<file path="src/rtl/rsp_pkg.sv">
// rsp_pkg: shared states, RFIR mode encodings, widths and tap-count helper for the coefficient sequencer
package rsp_pkg;
  typedef enum logic [2:0] {IDLE, LOAD, ZERO, SETTLE, RUN} state_t;
  localparam logic [1:0] RFIR_MODE_24   = 2'b00;
  localparam logic [1:0] RFIR_MODE_48   = 2'b01;
  localparam logic [1:0] RFIR_MODE_72   = 2'b10;
  localparam logic [1:0] RFIR_MODE_RSVD = 2'b11;
  localparam int COEFF_W = 16;
  localparam int ADDR_W = 7;
  function automatic logic [7:0] tap_count(input logic [1:0] mode);
    return mode == RFIR_MODE_24 ? 8'd24 : mode == RFIR_MODE_48 ? 8'd48 : 8'd72;
  endfunction
endpackage

</file>
<file path="src/rtl/rfir_settle_timer.sv">
// rfir_settle_timer: loadable down-counter with a terminal-count pulse on its last counted cycle
// Ports: clk_m/reset clock and async reset; load reloads CYC; en counts down; tc high in the final enabled cycle.
module rfir_settle_timer #(
  parameter int CYC = 8
) (
  input  logic clk_m,
  input  logic reset,
  input  logic load,
  input  logic en,
  output logic tc
);
  localparam int W = $clog2(CYC + 1);
  logic [W-1:0] cnt;
  always_ff @(posedge clk_m or posedge reset)
    if (reset) cnt <= '0;
    else if (load) cnt <= W'(CYC);
    else if (en && cnt != '0) cnt <= cnt - 1'b1;
  assign tc = en && cnt == W'(1);
endmodule

</file>
<file path="src/rtl/rfir_coeff_sequencer.sv">
// rfir_coeff_sequencer: loads host coefficients into RFIR RAM, zero-fills unused taps, flushes, then enables the RFIR
// Ports: cfg_start/cfg_mode/cfg_abort control; coeff_valid/coeff_data/coeff_ready host stream;
//        ram_wr_en/ram_addr/ram_coeff RAM write port; en_rfir/mode_rfir RFIR control; busy/done/err status.
module rfir_coeff_sequencer #(
  parameter int MAX_TAPS = 72,
  parameter int SETTLE_CYC = 8,
  parameter int COEFF_W = 16
) (
  input  logic               clk_m,
  input  logic               reset,
  input  logic               cfg_start,
  input  logic [1:0]         cfg_mode,
  input  logic               cfg_abort,
  input  logic               coeff_valid,
  input  logic [COEFF_W-1:0] coeff_data,
  output logic               coeff_ready,
  output logic               ram_wr_en,
  output logic [6:0]         ram_addr,
  output logic [COEFF_W-1:0] ram_coeff,
  output logic               en_rfir,
  output logic [1:0]         mode_rfir,
  output logic               busy,
  output logic               done,
  output logic               err
);
  import rsp_pkg::*;
  state_t state, nxt;
  logic [1:0] mode_q;
  logic [7:0] cnt, n_taps;
  logic idle_run, accept, reject, abort, beat, wr, last_beat, zero_last, settle_load, tc;
  assign n_taps = tap_count(mode_q);
  assign idle_run = state == IDLE || state == RUN;
  assign accept = idle_run && cfg_start && cfg_mode != RFIR_MODE_RSVD;
  assign reject = idle_run && cfg_start && cfg_mode == RFIR_MODE_RSVD;
  assign abort = busy && cfg_abort;
  assign beat = coeff_ready && coeff_valid;
  // A handshaken beat is always written, even alongside an abort; zero-fill stops at once on abort.
  assign wr = beat || (state == ZERO && !cfg_abort);
  assign last_beat = beat && cnt == n_taps - 8'd1;
  assign zero_last = state == ZERO && cnt == 8'(MAX_TAPS - 1);
  // Timer is armed on the edge that registers the final write, so SETTLE spans exactly SETTLE_CYC cycles.
  assign settle_load = !abort && ((last_beat && n_taps >= 8'(MAX_TAPS)) || zero_last);
  rfir_settle_timer #(.CYC(SETTLE_CYC)) u_timer (
    .clk_m(clk_m),
    .reset(reset),
    .load(settle_load),
    .en(state == SETTLE),
    .tc(tc)
  );
  always_ff @(posedge clk_m or posedge reset)
    if (reset) state <= IDLE;
    else state <= nxt;
  always_comb begin
    nxt = abort ? IDLE : accept ? LOAD : settle_load ? SETTLE : last_beat ? ZERO :
          (state == SETTLE && tc) ? RUN : state;
    coeff_ready = state == LOAD;
    busy = state == LOAD || state == ZERO || state == SETTLE;
    en_rfir = state == RUN;
  end
  always_ff @(posedge clk_m or posedge reset)
    if (reset) begin
      ram_wr_en <= 1'b0;
      ram_addr <= '0;
      ram_coeff <= '0;
      cnt <= '0;
      mode_q <= RFIR_MODE_24;
      mode_rfir <= RFIR_MODE_24;
      done <= 1'b0;
      err <= 1'b0;
    end else begin
      ram_wr_en <= wr;
      ram_addr <= wr ? cnt[6:0] : ram_addr;
      ram_coeff <= beat ? coeff_data : wr ? '0 : ram_coeff;
      cnt <= accept ? 8'd0 : wr ? cnt + 8'd1 : cnt;
      mode_q <= accept ? cfg_mode : mode_q;
      done <= nxt == RUN && state != RUN;
      mode_rfir <= (nxt == RUN && state != RUN) ? mode_q : mode_rfir;
      err <= reject || abort;
    end
endmodule

</file>
<file path="config.mk">
export PLATFORM = sky130hd
export DESIGN_NAME = rfir_coeff_sequencer
export DESIGN_NICKNAME = d
export VERILOG_FILES = /design/src/rtl/rsp_pkg.sv /design/src/rtl/rfir_settle_timer.sv /design/src/rtl/rfir_coeff_sequencer.sv
export SDC_FILE = /design/constraint.sdc
export NUM_CORES = 1
export LEC_CHECK = 0
export BUFFER_PORTS_ARGS = -buffer_cell sky130_fd_sc_hd__buf_2
export CORE_MARGIN = 4
export CORE_UTILIZATION = 45
export CTS_CLUSTER_DIAMETER = 50
export DETAILED_ROUTE_END_ITERATION = 12
export GPL_TIMING_DRIVEN = 0
export PLACE_DENSITY = 0.76
export SLEW_MARGIN = 20
export SYNTH_ARGS = -nofsm -noshare
export SYNTH_HDL_FRONTEND = slang
export SYNTH_SLANG_ARGS = --single-unit
</file>
<file path="constraint.sdc">
create_clock -name clk_m -period 2.22 [get_ports clk_m]
set_input_delay 0.333 -clock clk_m [delete_from_list [all_inputs] [get_ports clk_m]]
set_output_delay 0.333 -clock clk_m [all_outputs]
set_load 0.02 [all_outputs]
</file>
# == After elaboration in Yosys (flattened, before gate mapping) ==
# Index checks and enable logic that the tools add are counted.
# word_totals
regBits,45
latchBits,0
ram_bits,0
rom_bits,0
out_inout_bits,31
n_memories,0
# classes
n_addsub,3
mul,0
n_div,0
n_lt_le_gt_ge,1
n_eq_ne,12
shifts,0
mux,13
bitwise_logic,0
reduce_logical,28
# op_table
cell,count
$mux W16,2
$mux W8,2
$mux W3,5
$logic_and A1 B1 Y1,14
$mux W7,2
$add A8 B1 Y8 const B,1
$eq A8 B7 Y1 const B,1
$eq A8 B8 Y1,1
$mux W4,2
$sub A7 B1 Y8 const B,1
$ge A7 B7 Y1 const B,1
$eq A3 B2 Y1 const B,2
$eq A3 B3 Y1 const B,2
$logic_or A1 B1 Y1,6
$reduce_bool A2 Y1,3
$eq A4 B1 Y1 const B,1
$reduce_bool A4 Y1,1
$sub A4 B1 Y4 const B,1
$eq A3 B1 Y1 const B,1
$logic_not A3 Y1,1
$ne A3 B3 Y1 const B,1
$eq A2 B1 Y1 const B,1
$eq A2 B2 Y1 const B,1
$logic_not A1 Y1,2
2 further kinds,2

# == Longest topological paths before layout ==
# Gate-level depths: netlist of the first run.
# depth
depth_word,14
ltp_mapped,7
ltp_nobuf,6

# == By module ==
# From an unflattened synthesis of the first run, not the netlist that was laid out.
# unflattened
hier_cells,195
hier_area_um2,2067.0
# modules_own_cells
module,instances,cells_per_inst,area_per_inst_um2,seq_area_each_um2
rfir_coeff_sequencer,1,170,1815.5,1026.0
rfir_settle_timer,1,25,251.5,100.1

# == Worst setup path after synthesis of the first run ==
# No wires, ideal clock.
# synth_path
kind,reg2reg
start,register u_timer.cnt[1]
end,register mode_rfir[0]
arrival_ps,1681
slack_ps,414
path_stages_with_launch,6
path_buffers,0
period_less_slack_ps,1806
path_cell_list,dfrtp_1 -> inv_1 -> ha_1 -> or3b_2 -> nor3_1 -> mux2_2
# synth_between
elab_chain_cells,10
# synth_rtl
item,line_no,source
"start, declared",rfir_settle_timer.sv:13,logic [W-1:0] cnt;
"start signal, assigned",rfir_settle_timer.sv:16,else if (load) cnt <= W'(CYC);
"start signal, assigned",rfir_settle_timer.sv:17,else if (en && cnt != '0) cnt <= cnt - 1'b1;
$eq A4 B1 Y1,rfir_settle_timer.sv:18,assign tc = en && cnt == W'(1);
$logic_and A1 B1 Y1,rfir_settle_timer.sv:18,
$logic_and A1 B1 Y1,rfir_coeff_sequencer.sv:55,(state == SETTLE && tc) ? RUN : state;
$mux W3,rfir_coeff_sequencer.sv:55,
$mux W3 (4 in series),rfir_coeff_sequencer.sv:54,nxt = abort ? IDLE : accept ? LOAD : settle_load ? SETTLE : last_beat ? ZERO :
$eq A3 B3 Y1,rfir_coeff_sequencer.sv:77,mode_rfir <= (nxt == RUN && state != RUN) ? mode_q : mode_rfir;
$logic_and A1 B1 Y1,rfir_coeff_sequencer.sv:77,
"end signal, assigned",rfir_coeff_sequencer.sv:77,
"end, declared",rfir_coeff_sequencer.sv:21,"output logic [1:0] mode_rfir,"
# No other way between the ends.
# A chain may end at the register's enable or synchronous reset.

# == Final worst setup path of the first run ==
# layout_path
start,register u_timer.cnt[1]
end,register mode_rfir[1]
# Same word-level chain as after synthesis.

==> metrics.md, run 1 <==
| Metric | Value |
|---|---|
| Status | finished, final reports clean |
| CP Launch Type | register |
| Num rows | 24 |
| Largest net degree at the start of global routing | 27 |
| Congestion Overflow GR | 0 |
| Maximum buffer depth of the clock tree | 2 |
| Post-cts resize count | 0 |
| Global-route wire length before repair | 7050 µm |
| Final worst setup slack | ~0.24 ns |
| Max_cap viols | 0 |
| Mapped Avg Cell Area | 10.5 µm² |
| DRT antenna net count | 0 |
| Period utilization | 0.893 |
| Max-slew violation count | 0 |
| Critical path class | reg -> reg |
| Vias in the first global route | 1,531 |
| Post-CTS setup buffers | 0 |
| Worst setup EP type | register |
| Syn Inst Count | ~190 |
| FMAX | 0.505 GHz |
| Worst Path Max Fanout | 4 |
| Clock root buffer | clkbuf_8 |
| DP Worst Slack | roughly 0.25 ns |
| CTS buffer count | 5 |
| Slew HR | 0.612 |
| N_diodes | 0 |
| Vias/cell | approximately 5.3 |
| Clk_skew | ~0.0064 ns |
| Yosys reg bits | between 40 and 50 |
| Fin Hold WS | approximately 0.029 ns |
| Total Power | between 0.002 and 0.003 W |
| RSZ-0062 raised after global routing | no |
| Final TNS setup | 0 ns |
| Power per cell area | 1180 nW/µm² |
| Die height | 75.3 µm |
| Initial antenna violation count | 0 |
| CP Buf/Inv Count | 1 |
| Endpoints failing hold | 0 |
| DRC viols | 0 |
| Worst setup startpoint | u_timer.cnt[1] |
| Total GRT Usage | 0.163 |
| Top-count cell post-synth | dfrtp_1 |
| Reg-to-reg startpoint | u_timer.cnt[1] |
| GP Congestion | between 0.7 and 0.8 |
| Post-synthesis sequential area ratio | 0.552 |
| Asr flop ratio synth | 1.00 |
| Worst-Skew Late Latency | around 0.30 ns |
| Post-DP HPWL | 3160 µm |
| Tmin final | around 2 ns |
| Vias | roughly 1,600 |
| Most common flop cell mapped by yosys | dfrtp_1 |
| Most frequent cells after synthesis | 45 x dfrtp_1, 34 x nand2_1, 16 x a22o_1 |
| Worst-path clk slew | roughly 0.090 ns |
| Yosys top cell area share | 0.552 |
| CP max stage delay | 0.49 ns |
| Layout area overhead | 22.6% |
| Final setup viols | 0 |
| CTS tree | built |
| Fillers | around 380 |
| Synth area leader | dfrtp_1 |
| Clk sinks | 45 |
| Starting Density | 0.465 |
| H-Tree Depth | 2 |
| Hold_buf cts | 0 |
| Synth cell types | 41 |
| Nets | 281 |
| Crit-path cells | inv_1 -> ha_1 -> or3b_2 -> nor3_1 -> mux2_2 |
| Syn Nets | 220 |
| Largest delay share family, worst path | simple AND/OR/NAND/NOR gates |
| CP Data Arrival Time | about 2.2 ns |
| Max VDD drop | 748 µV |
| Ratio of cells with drive above 1 in the final layout | 0.293 |
| IO Pins | 54 |
| Worst-Margin Slew | about 0.58 ns |
| Synth top area cells | dfrtp_1 55%, a22o_1 6.9%, nand2_1 6.3%, nor2_1 2.8%, a21oi_1 2.0% |
| Die area | ~5700 µm² |
| EDFF count, synth | 0 |
| 1st-iter DRT viols | 79 |
| Type of the most critical hold path | in -> async |
| # port buffers | 53 |
| Core Area | roughly 4400 µm² |
| Synthesized area | 2040 µm² |
| Pre-antenna DRT Iters | 4 |
| Critical-path top delay cell | or3b_2 |
| Pleak | ~1.3 nW |
| Synth warn | 0 |
| Die W | 75.3 µm |
| Avg WL per Cell | around 14 µm |
| Worst EP required | 2.41 ns |
| Routed WL | 4340 µm |
-- worst register-to-register path, stage by stage (launching register included) --
cell and delay, ns:
dfrtp_1 0.40, inv_1 0.08, ha_1 0.13, or3b_2 0.49
nor3_1 0.39, mux2_2 0.39
-- metal layers --
| metal | global-route usage | vias to the layer above | routed length (µm) |
|---|---|---|---|
| met4 | 0.0466 | 0 | 58 |
| met3 | 0.0475 | 7 | 239 |
| met1 | 0.230 | 781 | 2050 |
| li1 | - | 804 | - |
| met5 | 0 | - | 0 |
| met2 | 0.245 | 41 | 1990 |
-- logic make-up after synthesis --
kind of cell    count (synthesis)  share of synthesized area
buf+inv                        17                     0.0374
mux                             6                     0.0307
simple gates                   81                      0.207
flops                          45                      0.552
compound gates                 39                      0.141
fa+ha+maj                       3                     0.0184
xor+xnor                        3                     0.0129
-- final timing paths --
| check | end | slack [ns] | cells past startpoint |
|---|---|---|---|
| max in group asynchronous | cnt[6] | 1.71 | 3 |
| min reg2reg | ram_addr[2] | 0.48 | 2 |
| max reg2reg | mode_rfir[1] | 0.24 | 5 |
| max | mode_rfir[1] | 0.24 | 5 |
| min | ram_coeff[7] | 0.03 | 2 |
| min in group clk_m | ram_coeff[7] | 0.24 | 2 |
-- where the power goes --
| part | switching (W) | internal, W | total, W | leakage [nW] |
|---|---|---|---|---|
| registers | 0.000152 | 0.00106 | 0.00121 | 0.579 |
| clock network | 0.000282 | 0.000338 | 0.000619 | 0.0554 |
| logic | 0.000679 | 0.000434 | 0.00111 | 0.649 |
| total | 0.00111 | 0.00183 | 0.00294 | 1.28 |
-- flip-flops by register name (all words and copies together) (netlist names), 2 cells and up --
register     cells
mode_rfir        2
ram_addr         7
u_timer.cnt      4
ram_coeff       16
mode_q           2
cnt              8
state            3
-- placed cells by master, fill, tap and decap left out, types with 3 or more instances in the layout --
| master | instances |
|---|---|
| a211oi_1 | 3 |
| a21oi_1 | 8 |
| a22o_1 | 16 |
| buf_2 | 57 |
| clkbuf_1 | 8 |
| clkbuf_8 | 5 |
| dfrtp_1 | 45 |
| ha_1 | 3 |
| inv_1 | 4 |
| mux2i_1 | 4 |
| nand2_1 | 34 |
| nand3_1 | 3 |
| nor2_1 | 15 |
| nor3_1 | 5 |
| o21ai_0 | 3 |
| or4_1 | 4 |
| xnor2_1 | 3 |
-- area by class of cell --
cell class                 instances  area, µm²  share of cell area
sequential                        45       1130               0.450
tap                               52       65.1              0.0260
clock buffer                       6       72.6              0.0290
timing repair buffer              54        285               0.114
multi-input combinational        132        837               0.335
clock inverter                     2       38.8              0.0155
inverter                           5       18.8             0.00750
buffer                            12       57.6              0.0230
-- through the flow --
| step | cells | cell area, µm² | utilization |
|---|---|---|---|
| 6_report | 308 | 2500 | 0.570 |
| 5_1_grt | 308 | 2500 | 0.570 |
| 4_1_cts | 308 | 2500 | 0.570 |
| 3_5_place_dp | 300 | 2390 | 0.545 |
| 3_3_place_gp | 299 | 2370 | 0.541 |
| 2_1_floorplan | 194 | 2040 | - |
(Power assumes the default switching activity.)
==> run 2, diff against run 1 <==
--- a/config.mk
+++ b/config.mk
@@ -6,12 +6,14 @@
 export NUM_CORES = 1
 export LEC_CHECK = 0
 export BUFFER_PORTS_ARGS = -buffer_cell sky130_fd_sc_hd__buf_2
+export CELL_PAD_IN_SITES_DETAIL_PLACEMENT = 2
+export CELL_PAD_IN_SITES_GLOBAL_PLACEMENT = 2
 export CORE_MARGIN = 4
-export CORE_UTILIZATION = 45
+export CORE_UTILIZATION = 32
 export CTS_CLUSTER_DIAMETER = 50
 export DETAILED_ROUTE_END_ITERATION = 12
 export GPL_TIMING_DRIVEN = 0
-export PLACE_DENSITY = 0.76
+export PLACE_DENSITY = 0.84
 export SLEW_MARGIN = 20
 export SYNTH_ARGS = -nofsm -noshare
 export SYNTH_HDL_FRONTEND = slang
==> constraint.sdc (replaced) <==
create_clock -name clk_m -period 2 [get_ports clk_m]
set_input_delay 0.3 -clock clk_m [delete_from_list [all_inputs] [get_ports clk_m]]
set_output_delay 0.3 -clock clk_m [all_outputs]
set_load 0.02 [all_outputs]
==> run 2 against run 1 <==
- global-route usage decreased by 0.58 points
- largest power group unchanged
- register-to-register slack got worse by 0.15 ns
- hold slack got worse by 0.012 ns
- fmax increased by 3.5%
- count of clock-buffer cells in the layout decreased by 1
==> metrics.md, run 2 (synthesis gave the netlist of run 1 again) <==
| Metric | Value |
|---|---|
| Placed Area | about 2400 µm² |
| Total GRT Usage | 0.157 |
| Die area | a little under 8000 µm² |
| Type of the most critical hold path | in -> async |
| Global-route wire length before repair | roughly 9600 µm |
| Post-DP HPWL | slightly above 4000 µm |
| Vias in the first global route | 1,967 |
| DRT antenna net count | 0 |
| Slew HR | 0.496 |
| Worst setup EP type | register |
| Die height | 87.8 µm |
| Core Area | between 6000 and 7000 µm² |
| Largest register FFs | 16 |
| Initial antenna violation count | 0 |
| Power per cell area | 1310 nW/µm² |
| Max VDD drop | around 660 µV |
| Top reg by flops | ram_coeff |
| Max_cap viols | 0 |
| Worst-Skew Late Latency | 0.30 ns |
| Reg-to-reg startpoint | state[0] |
| DP Worst Slack | -0.0782 ns |
| N_diodes | 0 |
| CTS tree | built |
| Starting Density | 0.336 |
| Maximum buffer depth of the clock tree | 2 |
| Clock root buffer | clkbuf_8 |
| Ratio of cells with drive above 1 in the final layout | 0.317 |
| Die W | slightly below 90 µm |
| IO Pins | between 50 and 60 |
| Max-slew violation count | 0 |
| Clk sinks | 45 |
| Largest net degree at the start of global routing | 25 |
| Status | finished, final reports clean |
| Nets | approximately 280 |
| 1st-iter DRT viols | 31 |
| Worst setup startpoint | state[0] |
| Final worst setup slack | around 0.084 ns |
| CP Launch Type | register |
| Num rows | 28 |
| Top Registers | ram_coeff x16, cnt x8, ram_addr x7 |
| Period utilization | 0.958 |
| DRC viols | 0 |
| Clk_skew | 0.00806 ns |
| Cell area after layout | around 2500 µm² |
| Final core utilization | 0.419 |
| Routed WL | ~5600 µm |
| H-Tree Depth | 2 |
| Pre-antenna DRT Iters | 4 |
| FMAX | approximately 0.52 GHz |
| Critical path class | reg -> reg |
| Final setup viols | 0 |
| CTS buffer count | 5 |
| CP Data Arrival Time | around 2.2 ns |
| Worst EP required | about 2.2 ns |
| Vias/cell | between 5 and 6 |
| Worst Path Max Fanout | 10 |
| Total Power | about 0.0033 W |
| Commonest non-fill, non-tap cell in the layout | buf_2 |
| Avg WL per Cell | approximately 17 µm |
| # port buffers | 53 |
| RSZ-0062 raised after global routing | no |
| Worst-path clk slew | ~0.09 ns |
| Post-CTS setup buffers | 0 |
| Vias | 1,709 |
| Pleak | around 1.3 nW |
| Tmin final | roughly 1.9 ns |
| Worst-Margin Slew | between 0.7 and 0.8 ns |
| Endpoints failing hold | 0 |
| Layout area overhead | 24.6% |
| Most frequent cells in the layout | 56 x buf_2, 45 x dfrtp_1, 34 x nand2_1 |
| Congestion Overflow GR | 0 |
| GP Congestion | 0.787 |
[run 2: cell count changes in the layout (fill, tap and decap cells not counted)]
cell / previous run / this run
nor3_1: 5 / 4
inv_6: 0 / 1
nor4b_4: 0 / 1
buf_2: 57 / 56
a21oi_1: 8 / 6
nor3_2: 0 / 1
clkinv_4: 1 / 0
nor4b_2: 1 / 0
clkbuf_1: 8 / 2
a21oi_2: 0 / 2
clkbuf_2: 0 / 2
clkbuf_4: 0 / 1
[run 2: final timing paths]
| kind | endpoint | slack [ns] | depth (start not counted) |
|---|---|---|---|
| min | ram_coeff[2] | 0.02 | 2 |
| max in group asynchronous | state[0] | 1.48 | 3 |
| min in group clk_m | ram_coeff[12] | 0.21 | 2 |
| max reg2reg | cnt[4] | 0.08 | 6 |
| min reg2reg | ram_addr[0] | 0.50 | 2 |
| max | cnt[4] | 0.08 | 6 |
[run 2: cell type report]
| cell class | instances | area [µm²] |
|---|---|---|
| plain buffers | 9 | 51.3 |
| clock buffers | 5 | 68.8 |
| clock inverters | 2 | 38.8 |
| fillers | 676 | 3520 |
| inverters | 5 | 18.8 |
| multi-input cells | 132 | 858 |
| flip-flops and latches | 45 | 1130 |
| well taps | 75 | 93.8 |
| repair buffers | 54 | 285 |
[run 2: where the power goes]
part           switching [W]  leakage [nW]  total (W)  internal (W)
combinational       0.000800         0.655    0.00129      0.000493
clock               0.000326        0.0546   0.000696      0.000370
sequential          0.000178         0.579    0.00135       0.00117
[run 2: worst max-delay path, cell delays in order, from the launching register on]
cell	delay (ns)
dfrtp_1	0.36
buf_2	0.17
or3b_1	0.35
a21o_1	0.24
buf_6	0.16
or4_1	0.50
nand2_1	0.08
[run 2: per-layer routing]
metal,vias to the layer above,share of wire,global-route usage
li1,793,-,-
met1,870,0.45,0.209
met2,43,0.50,0.266
met3,3,0.050,0.0367
met4,0,0.0028,0.0251
met5,-,0,0
[run 2: repair_timing]
action | in CTS | in global routing
resized for setup | 2 | 7
setup endpoints to repair | 6 | 17
hold buffers | 0 | 0
pin swaps | 0 | 0
[run 2: per-stage QoR]
| stage | setup TNS (ns) | cells | hold WS (ns) |
|---|---|---|---|
| 3_3_place_gp | -0.388 | 322 | 0.456 |
| 2_1_floorplan | 0 | 194 | 0.417 |
| 4_1_cts | 0 | 330 | 0.0274 |
| 5_1_grt | 0 | 327 | 0.0578 |
| 6_report | 0 | 327 | 0.0160 |
| 3_5_place_dp | -0.318 | 323 | 0.358 |
==> run 3, diff against run 2 <==
--- a/config.mk
+++ b/config.mk
@@ -9,11 +9,11 @@
 export CELL_PAD_IN_SITES_DETAIL_PLACEMENT = 2
 export CELL_PAD_IN_SITES_GLOBAL_PLACEMENT = 2
 export CORE_MARGIN = 4
-export CORE_UTILIZATION = 32
+export CORE_UTILIZATION = 34
 export CTS_CLUSTER_DIAMETER = 50
 export DETAILED_ROUTE_END_ITERATION = 12
 export GPL_TIMING_DRIVEN = 0
-export PLACE_DENSITY = 0.84
+export PLACE_DENSITY = 0.88
 export SLEW_MARGIN = 20
 export SYNTH_ARGS = -nofsm -noshare
 export SYNTH_HDL_FRONTEND = slang
==> constraint.sdc (replaced) <==
create_clock -name clk_m -period 2.4 [get_ports clk_m]
set_input_delay 0.36 -clock clk_m [delete_from_list [all_inputs] [get_ports clk_m]]
set_output_delay 0.36 -clock clk_m [all_outputs]
set_load 0.02 [all_outputs]
==> run 3 against run 2 <==
- first-iteration DRC count up 87%
- wire length increased by 16%
- hold slack gained 0.094 ns
- register-to-register slack improved by 0.20 ns
- worst setup slack better by 0.20 ns
- flip-flop and latch count did not move
- critical path type unchanged
- largest cell class unchanged
==> metrics.md, run 3 (synthesis gave the netlist of run 1 again) <==
| Metric | Value |
|---|---|
| N_diodes | 0 |
| Slew HR | 0.611 |
| Tmin final | around 2.1 ns |
| Power per cell area | between 1000 and 1500 nW/µm² |
| Post-CTS setup buffers | 0 |
| CTS tree | built |
| Initial antenna violation count | 0 |
| Die height | 85.5 µm |
| Register area | around 1100 µm² |
| Clock root buffer | clkbuf_8 |
| Routed WL | about 6500 µm |
| Num rows | 27 |
| Largest net degree at the start of global routing | 24 |
| Cell area after layout | ~2500 µm² |
| Max VDD drop | 552 µV |
| CP Data Arrival Time | roughly 2.3 ns |
| FMAX | about 0.47 GHz |
| Crit-path cells | clkbuf_1 -> or4b_2 -> nor4b_2 -> nor2_1 |
| CP Launch Type | register |
| DRC viols | 0 |
| Total GRT Usage | 0.191 |
| Die area | 7300 µm² |
| Top Registers | ram_coeff x16, cnt x8, ram_addr x7 |
| Final setup viols | 0 |
| Fillers | 620 |
| Final core utilization | 0.446 |
| Commonest non-fill, non-tap cell in the layout | buf_2 |
| H-Tree Depth | 2 |
| Placed Area | 2420 µm² |
| Global-route wire length before repair | 10,800 µm |
| Vias in the first global route | about 1,900 |
| DRT antenna net count | 0 |
| 1st-iter DRT viols | 58 |
| Clk_skew | 0.00482 ns |
| Status | finished, final reports clean |
| CTS buffer count | 5 |
| Critical-path top delay cell | or4b_2 |
| Vias/cell | 5.45 |
| Worst-path clk slew | 0.09 ns |
| GP Congestion | approximately 0.77 |
| Post-cts resize count | 0 |
| Congestion Overflow GR | 0 |
| Avg WL per Cell | approximately 20 µm |
| Pre-antenna DRT Iters | 4 |
| Nets | about 280 |
| Pleak | 1.29 nW |
| RSZ-0062 raised after global routing | no |
| CP max stage delay | a little under 0.8 ns |
| Die W | roughly 85 µm |
| Type of the most critical hold path | in -> async |
| IO Pins | between 50 and 60 |
| Hold_buf cts | 0 |
| Max_cap viols | 0 |
| Maximum buffer depth of the clock tree | 2 |
| Final TNS setup | 0 ns |
| Core Area | 5680 µm² |
| Vias | between 1,500 and 2,000 |
| Clk sinks | 45 |
| Worst setup EP type | register |
| Max-slew violation count | 0 |
| Layout area overhead | 24.2% |
| Ratio of cells with drive above 1 in the final layout | 0.293 |
| Largest register FFs | 16 |
| Endpoints failing hold | 0 |
| Critical path class | reg -> reg |
| Worst Path Max Fanout | 10 |
| Worst-Margin Slew | roughly 0.58 ns |
| Multi-input gate area | approximately 840 µm² |
| # port buffers | 53 |
| Most frequent cells in the layout | 57 x buf_2, 45 x dfrtp_1, 34 x nand2_1 |
| Worst EP required | 2.56 ns |
| Fin Hold WS | approximately 0.11 ns |
| Top reg by flops | ram_coeff |
| Worst-Skew Late Latency | approximately 0.30 ns |
| Period utilization | 0.883 |
| Post-DP HPWL | around 4800 µm |
| Starting Density | 0.359 |
-- run 3: cell count changes in the layout (fill, tap and decap cells not counted), moves of 2 or more --
cell / before / now
clkbuf_2: 2 / 0
a21oi_1: 6 / 8
a21oi_2: 2 / 0
clkbuf_1: 2 / 8
-- run 3: per-stage QoR --
stage               setup WS (ns)  std cells  power [W]
floorplan                   0.594        194    0.00182
global placement            0.324        319    0.00215
detailed placement          0.288        320    0.00226
CTS                         0.271        328    0.00286
global route                0.150        328    0.00301
finish                      0.281        328    0.00283
-- run 3: metal layers --
layer / vias up / wire, µm / GRT usage
li1: 806 / - / -
met1: 922 / 2750 / 0.234
met2: 49 / 3390 / 0.340
met3: 12 / 246 / 0.0330
met4: 0 / 136 / 0.0576
met5: - / 0 / 0
-- run 3: worst max-delay path: cells and delay by family (launching register included) --
family / cells / cell delay (ns)
simple gates: 3 / 1.40
flops: 1 / 0.37
buf+inv: 1 / 0.22
-- run 3: final timing paths --
check / start / end / slack [ns] / cells past startpoint
worst max-delay path: cnt[3] / u_timer.cnt[0] / 0.28 / 4
worst min-delay path: reset / mode_rfir[1] / 0.11 / 2
worst max register to register: cnt[3] / u_timer.cnt[0] / 0.28 / 4
worst min register to register: ram_addr[4] / ram_addr[4] / 0.48 / 2
max in group asynchronous: reset / ram_addr[6] / 1.78 / 3
min in group clk_m: coeff_data[13] / ram_coeff[13] / 0.29 / 2
-- run 3: cell type report --
class / count / share of cell area
buffer: 12 / 0.0227
inverter: 5 / 0.00741
timing repair buffer: 54 / 0.116
clock inverter: 2 / 0.0153
sequential: 45 / 0.444
clock buffer: 6 / 0.0286
tap: 72 / 0.0356
multi-input combinational: 132 / 0.330
-- run 3: where the power goes --
group	total, W	internal [W]	switching, W
Clock	0.000584	0.000313	0.000271
Sequential	0.00114	0.000977	0.000161
Combinational	0.00110	0.000407	0.000698
Total	0.00283	0.00170	0.00113
